File: config.mk
export PLATFORM = sky130hd
export DESIGN_NAME = mips8_io_arbiter
export DESIGN_NICKNAME = d
export VERILOG_FILES = /design/src/rtl/mips8_io_arbiter.sv
export SDC_FILE = /design/constraint.sdc
export NUM_CORES = 1
export LEC_CHECK = 0
export ABC_CLOCK_PERIOD_IN_PS = 2200
export BUFFER_PORTS_ARGS = -buffer_cell sky130_fd_sc_hd__buf_2
export CAP_MARGIN = 20
export CORE_ASPECT_RATIO = 1.75
export CORE_MARGIN = 2
export CORE_UTILIZATION = 44
export CTS_CLUSTER_SIZE = 28
export DETAILED_ROUTE_END_ITERATION = 10
export PLACE_DENSITY = 0.86
export SLEW_MARGIN = 20
export SYNTH_ARGS = -nofsm -noshare
export SYNTH_HDL_FRONTEND = slang
export SYNTH_SLANG_ARGS = --single-unit
File: constraint.sdc
create_clock -name wb_clk_i -period 2.2 [get_ports wb_clk_i]
set_input_delay 0.33 -clock wb_clk_i [delete_from_list [all_inputs] [get_ports wb_clk_i]]
set_output_delay 0.33 -clock wb_clk_i [all_outputs]
set_load 0.02 [all_outputs]
File: src/rtl/mips8_io_arbiter.sv
// Round-robin owner arbitration for the shared user IO pad bank, with bounded hold
// time and a one-cycle safe turnaround between successive owners.
module mips8_io_arbiter #(
    parameter int NREQ     = 3,
    parameter int WIDTH    = 16,
    parameter int MAX_HOLD = 255
) (
    input  logic                                      wb_clk_i,
    input  logic                                      wb_rst_ni,
    input  logic [NREQ-1:0]                           req_i,
    input  logic [NREQ*WIDTH-1:0]                     out_i,
    input  logic [NREQ*WIDTH-1:0]                     oeb_i,
    output logic [NREQ-1:0]                           gnt_o,
    output logic [((NREQ > 1) ? $clog2(NREQ) : 1)-1:0] owner_o,
    output logic                                      busy_o,
    output logic                                      timeout_o,
    output logic [WIDTH-1:0]                          io_out,
    output logic [WIDTH-1:0]                          io_oeb
);

    // state   | meaning
    // S_IDLE  | no owner, pads safe, arbitrate on any request
    // S_GRANT | owner drives pads (one cycle behind its data), hold counter runs
    // S_TURN  | one safe cycle after release/preempt, then arbitrate as in IDLE

    localparam int              OW       = (NREQ > 1) ? $clog2(NREQ) : 1;
    localparam int              HW       = (MAX_HOLD > 0) ? $clog2(MAX_HOLD + 1) : 1;
    localparam logic [OW:0]     NREQ_W   = (OW+1)'(NREQ);
    localparam logic [HW-1:0]   HOLD_MAX = HW'(MAX_HOLD);

    typedef enum logic [1:0] {
        S_IDLE  = 2'd0,
        S_GRANT = 2'd1,
        S_TURN  = 2'd2
    } state_t;

    state_t            state, state_nx;
    logic [OW-1:0]     owner_r, rr_ptr, winner;
    logic [HW-1:0]     hold_cnt;
    logic              found, release_own, preempt, timeout_r;
    logic [2*NREQ-1:0] req_rot;
    logic [NREQ-1:0]   owner_hot;
    logic [WIDTH-1:0]  own_out, own_oeb, io_out_r, io_oeb_r;

    function automatic logic [OW-1:0] wrap_add(input logic [OW-1:0] base, input logic [OW:0] inc);
        logic [OW:0] sum;
        sum = {1'b0, base} + inc;
        if (sum >= NREQ_W) sum = sum - NREQ_W;
        return sum[OW-1:0];
    endfunction

    // Rotate requests so bit 0 is the requester at rr_ptr, then take the first set bit.
    always_comb begin
        req_rot = {req_i, req_i} >> rr_ptr;
        found   = 1'b0;
        winner  = '0;
        for (int i = 0; i < NREQ; i++) begin
            if (!found && req_rot[i]) begin
                found  = 1'b1;
                winner = wrap_add(rr_ptr, (OW+1)'(i));
            end
        end
    end

    always_comb begin
        owner_hot = NREQ'(1) << owner_r;
        own_out   = '0;
        own_oeb   = '1;
        for (int i = 0; i < NREQ; i++) begin
            if (owner_r == OW'(i)) begin
                own_out = out_i[i*WIDTH +: WIDTH];
                own_oeb = oeb_i[i*WIDTH +: WIDTH];
            end
        end
        release_own = ~|(req_i & owner_hot);
        preempt     = (MAX_HOLD != 0) && (hold_cnt == HOLD_MAX) &&
                      (|(req_i & ~owner_hot)) && !release_own;
    end

    always_ff @(posedge wb_clk_i) begin
        if (!wb_rst_ni) state <= S_IDLE;
        else            state <= state_nx;
    end

    always_comb begin
        state_nx = state;
        case (state)
            S_IDLE, S_TURN: state_nx = found ? S_GRANT : S_IDLE;
            S_GRANT:        if (release_own || preempt) state_nx = S_TURN;
            default:        state_nx = S_IDLE;
        endcase
    end

    // Pads fall back to safe values on every edge that does not continue a grant,
    // so the release edge already blanks them for the TURN cycle.
    always_ff @(posedge wb_clk_i) begin
        if (!wb_rst_ni) begin
            owner_r   <= '0;
            rr_ptr    <= '0;
            hold_cnt  <= '0;
            timeout_r <= 1'b0;
            io_out_r  <= '0;
            io_oeb_r  <= '1;
        end else begin
            timeout_r <= 1'b0;
            io_out_r  <= '0;
            io_oeb_r  <= '1;
            case (state)
                S_GRANT: begin
                    if (release_own || preempt) begin
                        rr_ptr    <= wrap_add(owner_r, (OW+1)'(1));
                        timeout_r <= preempt;
                        hold_cnt  <= '0;
                    end else begin
                        io_out_r <= own_out;
                        io_oeb_r <= own_oeb;
                        if (hold_cnt != HOLD_MAX) hold_cnt <= hold_cnt + 1'b1;
                    end
                end
                default: begin
                    if (found) begin
                        owner_r  <= winner;
                        hold_cnt <= '0;
                    end
                end
            endcase
        end
    end

    always_comb begin
        busy_o    = (state == S_GRANT);
        gnt_o     = busy_o ? owner_hot : '0;
        owner_o   = owner_r;
        timeout_o = timeout_r;
        io_out    = io_out_r;
        io_oeb    = io_oeb_r;
    end

endmodule

==> results of run 1 <==
report_power, final:
group	leakage, uW	internal (uW)	total, uW	switching (uW)
registers	0.000381	907	941	33.4
logic	0.00108	346	902	556
clock network	0.0000618	374	656	282
cell type report:
type / instances / area share
well taps: 74 / 0.02853
clock inverters: 2 / 0.01195
clock buffers: 6 / 0.02544
multi-input cells: 212 / 0.4005
inverters: 10 / 0.01311
flip-flops and latches: 47 / 0.2899
repair buffers: 146 / 0.2305
metal layers:
metal  global-route usage  up-vias  wire length, um
li1                     -     1315                -
met1               0.2435     1186             2583
met2               0.3846      114             3613
met3              0.03544       14              429
met4              0.09060        0              147
met5                    0        -                0
flip-flops by register name (all words and copies together) (netlist names):
name and flops:
hold_cnt 8, io_oeb 16, io_out 16, owner_o 2
rr_ptr 2, state 2, timeout_o 1
placed cells by master (no fill, tap or decap), types with 2 or more instances in the layout:
cell type,count
buf_2,139
dfxtp_1,47
nor2_1,39
nand2_1,33
a21oi_1,22
a22oi_1,18
o211ai_1,17
o22ai_1,16
o21ai_0,9
inv_1,8
buf_4,7
a31oi_1,6
ha_1,6
clkbuf_8,6
and2_1,5
nand2b_1,4
nor3b_1,4
o31ai_1,3
mux2i_1,2
nor4b_1,2
nand3_1,2
nor3_1,2
a21o_1,2
ha_2,2
timing repair:
action,4_1_cts,5_1_grt
resized for setup,0,2
endpoints found under the setup margin,0,17
endpoints found under the hold margin,0,0
per-stage QoR:
| stage | worst slack [ns] | total power [uW] |
|---|---|---|
| 5_1_grt | 0.03374 | 2655 |
| 4_1_cts | 0.03968 | 2510 |
| 3_3_place_gp | 0.1971 | 1822 |
| 2_1_floorplan | 0.2567 | 1602 |
| 6_report | 0.1494 | 2498 |
| 3_5_place_dp | 0.06192 | 1851 |
final timing paths:
kind,slack (ns),cells after the start,end,from
worst max-delay path,0.15,5,gnt_o[2],owner_o[0]
worst min-delay path,0.25,3,io_out[9],out_i[41]
worst max register to register,0.25,8,hold_cnt[3],owner_o[0]
worst min register to register,0.49,1,hold_cnt[4],hold_cnt[4]
worst reg2reg max path: cells and delay by family (launching register included):
family / cells / cell delay [ns]
flip-flops: 1 / 0.39
AO/OA/AOI/OAI: 3 / 0.64
AND/OR/NAND/NOR: 2 / 0.26
adder cells (fa/ha/maj): 1 / 0.26
buffers and inverters: 2 / 0.31
logic make-up (layout without fill, tap and decap cells):
logic type,count (synthesis),count (layout)
and+or+nand+nor,102,102
AOI/OAI and AO/OA,100,100
buffers and inverters,34,164
DFF,47,47
adders and majority gates,8,8
muxes,2,2
==> results.json, run 1 <==
{
  "cts_setup_buffers": 0,
  "drtPass1Iterations": 4,
  "placed_cells": 489,
  "clock-root-buffer": "clkbuf_8",
  "final_util": 0.6125,
  "end_kind": "primary output",
  "layout_min_cycle_time_ns": 2.051,
  "grt_setup_unrepaired": "false",
  "synth_edf_count": 0,
  "grt_max_degree": 46,
  "synth.distinct_cells": 44,
  "ir_drop_mv": 0.5917,
  "layout.cells.non_filler": 497,
  "rows": 35,
  "synth.top_cell.area_share": 0.3894,
  "synth_compound_area_frac": 0.2822,
  "async_flop_share": 0,
  "die_h_um": 102.0,
  "grt_usage": 0.2151,
  "finalSetupTns_ns": 0,
  "synthesis.area_mm2": 0.002416,
  "leakagePower_uw": 0.001522,
  "clk_path_buf_depth": 2,
  "synth_area_per_cell_um2": 8.246,
  "yosys-top-cells-count": "47 x dfxtp_1, 39 x nor2_1, 33 x nand2_1",
  "gp_congestion": 0.8333,
  "io_pins": 140,
  "globalRoute.totalOverflow": 0,
  "worstSetupStartpointType": "flip-flop",
  "antenna_found_initial": 0,
  "yosysWarnings": 0,
  "ys_seq_elements": 47,
  "vias": 2629,
  "synth_top_area_cell": "dfxtp_1",
  "clock-sinks": 47,
  "syn-num-nets": 402,
  "synth-xor-area-share": 0,
  "clk_pin_slew_ns": 0.09,
  "die_area_mm2": 0.006123,
  "cts_made_buffers": 5,
  "h-tree-depth": 2,
  "powerDensity_mw_per_mm2": 769.7,
  "multi_input_area_mm2": 0.001300,
  "layout-drive-gt1-share": 0.3853,
  "clk-insertion-delay-late_ns": 0.30,
  "timing.fmax_mhz": 487.7,
  "clock_skew_ns": 0.006790,
  "ys.flop_type": "dfxtp_1",
  "whs_ns": 0.2529,
  "setup_viol": 0,
  "dpl.hpwl_mm": 5.258,
  "slew_violations": 0,
  "viasPerCell": 5.290,
  "critPathBufInv": 3,
  "fillCellCount": 483,
  "synth_top_family_by_area": "compound AO/OA/AOI/OAI gates",
  "grt_pass1_vias": 2353,
  "synth_mux_area_frac": 0.008286,
  "yosysMostFrequentCell": "dfxtp_1",
  "max_stage_delay_ns": 0.38,
  "timing.final.crit_share": 0.9321,
  "yosys.area_share.adder": 0.04143,
  "slowest_stage": "buf_4",
  "seq_area_frac_synth": 0.3894,
  "required_ns": 1.87,
  "drt-total-wl_mm": 6.774,
  "hold_viol_final": 0,
  "status": "complete, no violations",
  "worstSetupPathType": "reg -> out",
  "fin_area_mm2": 0.003246,
  "path_max_fanout": 45,
  "syn_inst": 293,
  "wl_per_cell_um": 13.63,
  "drcViolationCount": 0,
  "worstHoldPathType": "in -> reg",
  "relSlewSlack": 0.5547,
  "max_cap_violations": 0,
  "io_buffer_count": 139,
  "arrival_ns": 1.72,
  "antenna_cells": 0,
  "area_growth_pct": 34.33,
  "grt_pass1_wl_mm": 10.24,
  "cts_tree": "built",
  "hold_buffers": 0,
  "drt-initial-drc-count": 142,
  "yosys.area_share.simple": 0.2030,
  "initial_core_util": 0.4560,
  "die_w_um": 60.02,
  "cp_top_family": "buffers and inverters",
  "drtAntennaViolNets": 0,
  "synth.top_cells.by_area": "dfxtp_1 39%, nor2_1 6.1%, a22oi_1 5.6%",
  "worst_pin_slew_ns": 0.6650,
  "crit_chain": "inv_1, ha_2, buf_4, and2_1, buf_2",
  "core_area_mm2": 0.005299,
  "finalNetCount": 531,
  "seq_area_um2": 940.9,
  "placed_area_mm2": 0.003119
}
Power figures use the tool's default switching activity.
==> run 2: changes to the inputs <==
Settings changed: GPL_TIMING_DRIVEN set to 0.
==> run 2 against run 1 <==
  * Combinational power grew 6.4%
  * Global-route usage up 1.3 points
  * Cell area up 2.2%
  * Register-to-register slack got worse by 0.06 ns
  * Non-clock buffer count rose by 14
  * Sequential power is essentially flat
  * First-iteration DRC count shrank 27%
  * Clock-buffer cell count decreased by 1
  * Clock skew is 0.0049 ns higher
  * Routed wire length up 5.1%
  * Maximum frequency fell by 1.7%
==> results.json, run 2 (synthesis gave the netlist of run 1 again) <==
{
  "status": "complete, no violations",
  "finalSetupTns_ns": 0,
  "required_ns": 1.87,
  "io_buffer_count": 137,
  "finalNetCount": 545,
  "timing.final.crit_share": 0.9482,
  "worstSetupPathType": "reg -> out",
  "gp_congestion": 0.8647,
  "grt_max_degree": 19,
  "drtPass1Iterations": 4,
  "timing.fmax_mhz": 479.4,
  "dpl.hpwl_mm": 5.637,
  "crit_chain": "inv_1, ha_1, clkbuf_4, clkbuf_4, and2_1, buf_2",
  "io_pins": 140,
  "clock_skew_ns": 0.01170,
  "die_h_um": 102.0,
  "top_usage_layer": "met2",
  "clk-insertion-delay-late_ns": 0.31,
  "antenna_found_initial": 0,
  "die_w_um": 60.02,
  "vias": 2708,
  "cts_made_buffers": 5,
  "grt_setup_unrepaired": "false",
  "grt_pass1_vias": 2541,
  "setup_viol": 0,
  "relSlewSlack": 0.6710,
  "grt_usage": 0.2278,
  "crit_top_cell": "clkbuf_4",
  "arrival_ns": 1.76,
  "globalRoute.totalOverflow": 0,
  "area_growth_pct": 37.29,
  "clk_path_buf_depth": 2,
  "hold_viol_final": 0,
  "worst_slack_ns": 0.1141,
  "hold_buffers": 0,
  "worst_pin_slew_ns": 0.4908,
  "grt_use_met3": 0.03418,
  "rows": 35,
  "place_ws_ns": 0.04390,
  "clock-root-buffer": "clkbuf_8",
  "max_cap_violations": 0,
  "layout-drive-gt1-share": 0.3867,
  "h-tree-depth": 2,
  "path_max_fanout": 10,
  "drt-total-wl_mm": 7.118,
  "clk_pin_slew_ns": 0.09,
  "grt_pass1_wl_mm": 10.81,
  "slew_violations": 0,
  "antenna_cells": 0,
  "total_power_uw": 2546,
  "r2r_slack_ns": 0.19,
  "max_stage_delay_ns": 0.39,
  "slowest_stage": "dfxtp_1",
  "drcViolationCount": 0,
  "initial_core_util": 0.4560,
  "clock-sinks": 47,
  "cts_tree": "built",
  "drt-initial-drc-count": 103,
  "layout_min_cycle_time_ns": 2.086,
  "drtAntennaViolNets": 0,
  "worstSetupStartpointType": "flip-flop",
  "grt_util_met2": 0.4264,
  "wl_per_cell_um": 13.93,
  "cts_setup_buffers": 0,
  "core_area_mm2": 0.005299,
  "powerDensity_mw_per_mm2": 767.5,
  "mostFrequentLayoutCells": "144 x buf_2, 46 x dfxtp_1, 39 x nor2_1",
  "met1_usage": 0.2312,
  "end_kind": "primary output",
  "viasPerCell": 5.299,
  "layout_commonest_cell": "buf_2",
  "leakagePower_uw": 0.001566,
  "whs_ns": 0.2422,
  "ir_drop_mv": 0.5135,
  "worstHoldPathType": "in -> reg",
  "die_area_mm2": 0.006123
}
run 2: cell count changes in the layout (fill, tap and decap cells not counted), sizes merged:
cell / change
clkbuf: +8
buf: +5
clkinv: -1
clkinvlp: +1
inv: +1
run 2: critical path: cells and delay by family, from the launching register on:
kind | cells | cell delay, ns
fa+ha+maj | 1 | 0.26
flops | 1 | 0.39
buf+inv | 4 | 0.64
simple gates | 1 | 0.15
run 2: repair_timing:
action,4_1_cts,5_1_grt
pin swaps,0,1
gates resized for setup,3,6
endpoints found under the setup margin,2,11
run 2: final timing paths:
check / from / end / cells after the start
worst max-delay path: owner_o[0] / gnt_o[2] / 6
worst min-delay path: out_i[36] / io_out[4] / 3
worst max register to register: owner_o[1] / hold_cnt[3] / 9
worst min register to register: hold_cnt[4] / hold_cnt[4] / 1
run 2: routing by layer:
metal	up-vias	routed length, um
met3	18	388
met5	-	0
met4	0	204
li1	1341	-
met2	115	3870
met1	1234	2656
run 2: final cells by class:
| type | count | area [um2] |
|---|---|---|
| inverters | 10 | 45.04 |
| clock inverters | 3 | 46.29 |
| flip-flops and latches | 47 | 942.2 |
| multi-input cells | 212 | 1292 |
| fillers | 454 | 1982 |
| well taps | 74 | 92.59 |
| clock buffers | 5 | 68.82 |
| repair buffers | 137 | 685.7 |
| plain buffers | 23 | 143.9 |
run 2: report_power, final:
group / total [uW] / switching, uW / internal, uW
Clock: 645 / 303 / 342
Sequential: 941 / 32.7 / 908
Combinational: 960 / 587 / 373
Total: 2550 / 922 / 1620
run 2: metrics by stage:
stage | std cells | area, um2 | util
after floorplan | 293 | 2416 | -
after global placement | 504 | 3194 | 0.6028
after detailed placement | 504 | 3194 | 0.6028
after CTS | 511 | 3309 | 0.6246
after global routing | 511 | 3317 | 0.6260
final | 511 | 3317 | 0.6260
==> run 3: changes to the inputs <==
Settings changed: ABC_AREA set to 1, CORE_UTILIZATION 44 to 27, PLACE_DENSITY 0.86 to 0.59.
==> run 3 against run 2 <==
  * Cell area rose by 5.5%
  * Cell count up 14%
  * Sequential power up 13%
  * Die area grew 64%
  * Register-to-register slack better by 0.08 ns
  * Sequential share of layout area fell by 1.5 points
  * Worst hold slack better by 0.015 ns
  * Global-route usage decreased by 6.8 points
  * Maximum frequency rose by 5.0%
  * Critical path depth stayed put
  * Combinational power up 120%
  * Critical path type unchanged
  * Largest cell class unchanged
  * Largest power group unchanged
  * Highest routed layer unchanged
==> results.json, run 3 <==
{
  "ir_drop_mv": 0.3623,
  "antenna_cells": 0,
  "grt_pass1_vias": 2950,
  "die_h_um": 131.3,
  "cts_setup_buffers": 0,
  "seq_area_frac_synth": 0.3766,
  "synthesis.area_mm2": 0.002499,
  "drt-initial-drc-count": 84,
  "cts_made_buffers": 5,
  "end_kind": "primary output",
  "drtAntennaViolNets": 0,
  "layout_commonest_cell": "buf_2",
  "grt_setup_unrepaired": "false",
  "fillCellCount": 984,
  "synth_edf_count": 0,
  "max_cap_violations": 0,
  "die_w_um": 76.72,
  "drtPass1Iterations": 4,
  "io_pins": 140,
  "wl_per_cell_um": 13.65,
  "io_buffer_count": 138,
  "synth_top_area_cell": "dfxtp_1",
  "synth_area_per_cell_um2": 7.808,
  "slew_violations": 0,
  "syn-num-nets": 429,
  "worstSetupPathType": "reg -> out",
  "ys_seq_elements": 47,
  "cts_tree": "built",
  "finalSetupTns_ns": 0,
  "powerDensity_mw_per_mm2": 1150,
  "clk-insertion-delay-late_ns": 0.28,
  "ys.flop_type": "dfxtp_1",
  "drt-total-wl_mm": 7.986,
  "placed_cells": 578,
  "cp_top_family": "buffers and inverters",
  "die_area_mm2": 0.01007,
  "gp_congestion": 0.8860,
  "globalRoute.totalOverflow": 0,
  "clk_pin_slew_ns": 0.06,
  "grt_pass1_wl_mm": 13.24,
  "leakagePower_uw": 0.001669,
  "finalNetCount": 574,
  "synth.top_cell.area_share": 0.3766,
  "yosysWarnings": 0,
  "antenna_found_initial": 0,
  "clock-sinks": 47,
  "timing.fmax_mhz": 503.2,
  "worstSetupStartpointType": "flip-flop",
  "crit_chain": "inv_1, ha_1, inv_2, clkbuf_2, nor2_1, buf_2",
  "vias": 2781,
  "hold_viol_final": 0,
  "relSlewSlack": 0.5908,
  "whs_ns": 0.2574,
  "status": "complete, no violations",
  "clock-root-buffer": "clkbuf_16",
  "grt_usage": 0.1601,
  "h-tree-depth": 2,
  "layout-drive-gt1-share": 0.4065,
  "layout_min_cycle_time_ns": 1.987,
  "required_ns": 1.87,
  "timing.final.crit_share": 0.9033,
  "worstHoldPathType": "in -> reg",
  "yosysMostFrequentCell": "nand2_1",
  "async_flop_share": 0,
  "path_max_fanout": 10,
  "yosys-top-cells-count": "64 x nand2_1, 47 x dfxtp_1, 36 x nor2_1",
  "layout.cells.non_filler": 585,
  "grt_max_degree": 14,
  "synth.top_cells.by_area": "dfxtp_1 38%, nand2_1 9.6%, a221oi_1 5.6%",
  "area_growth_pct": 40.11,
  "clk_path_buf_depth": 2,
  "arrival_ns": 1.66,
  "final_util": 0.3874,
  "initial_core_util": 0.2765,
  "mostFrequentLayoutCells": "141 x buf_2, 64 x nand2_1, 47 x dfxtp_1",
  "drcViolationCount": 0,
  "max_stage_delay_ns": 0.35,
  "core_area_mm2": 0.009036,
  "worst_pin_slew_ns": 0.6138,
  "cts_resized": 0,
  "hold_buffers": 0,
  "slowest_stage": "dfxtp_1",
  "dpl.hpwl_mm": 6.490,
  "viasPerCell": 4.754,
  "rows": 46,
  "syn_inst": 320,
  "clock_skew_ns": 0.003630,
  "synth.distinct_cells": 27,
  "setup_viol": 0,
  "critPathBufInv": 4
}
-- run 3: cell types whose count changed after synthesis, moves of 6 or more --
cell | previous run | this run
o211ai_1 | 17 | 6
o21ai_0 | 9 | 0
a21oi_1 | 22 | 6
inv_1 | 8 | 23
nand2_1 | 33 | 64
a22oi_1 | 18 | 0
a221oi_1 | 0 | 16
nor3_2 | 1 | 9
nor3_1 | 2 | 9
a31oi_1 | 6 | 0
nand3_1 | 2 | 28
o211ai_2 | 0 | 10
-- run 3: metrics by stage --
step                      instance area (um2)  worst slack [ns]  total power [uW]
after floorplan                          2499            0.4431              2617
after global placement                   3339            0.2873              3193
after detailed placement                 3339            0.2580              3235
after CTS                                3498           0.01603              4077
after global routing                     3501           0.09143              4372
final                                    3501            0.2127              4028
-- run 3: cell families after synthesis --
| kind of cell | count (synthesis) | synth area share |
|---|---|---|
| and+or+nand+nor | 164 | 0.3180 |
| AOI/OAI and AO/OA | 54 | 0.1763 |
| DFF | 47 | 0.3766 |
| buffers and inverters | 44 | 0.07861 |
| adders and majority gates | 8 | 0.04006 |
| xor gates and xnor gates | 3 | 0.01052 |
-- run 3: layout make-up --
cell class / count / area, um2 / share of cell area
well taps: 120 / 150.1 / 0.04289
plain buffers: 15 / 85.08 / 0.02430
repair buffers: 138 / 690.7 / 0.1973
inverters: 29 / 113.9 / 0.03252
flip-flops and latches: 47 / 940.9 / 0.2688
multi-input cells: 229 / 1361 / 0.3889
clock inverters: 1 / 30.03 / 0.008578
clock buffers: 6 / 128.9 / 0.03681
-- run 3: worst reg2reg max path, cell delays in order, from the launching register on --
cell	delay [ns]
dfxtp_1	0.32
inv_1	0.10
ha_1	0.26
inv_2	0.12
nand2_1	0.10
nand3_1	0.09
nand2_2	0.14
nand2_4	0.09
inv_4	0.09
nand2_4	0.10
inv_4	0.12
buf_8	0.16
o211ai_2	0.09
-- run 3: worst paths after layout --
| check | end | slack (ns) | cells after the start | start |
|---|---|---|---|---|
| hold reg to reg | hold_cnt[1] | 0.51 | 2 | hold_cnt[1] |
| setup / recovery | gnt_o[2] | 0.21 | 6 | owner_o[0] |
| setup reg to reg | io_oeb[15] | 0.27 | 12 | owner_o[0] |
| hold / removal | io_oeb[3] | 0.26 | 3 | oeb_i[35] |
-- run 3: report_power, final --
group	internal [uW]	switching, uW
Clock	530	295
Combinational	686	1460
Sequential	988	67.2
Total	2200	1820
-- run 3: routing by layer --
metal	vias to the layer above	GRT usage	part of all wire
met5	-	0	0
met4	0	0.08788	0.037
met3	20	0.03228	0.047
met2	98	0.3065	0.54
li1	1400	-	-
met1	1263	0.1548	0.37
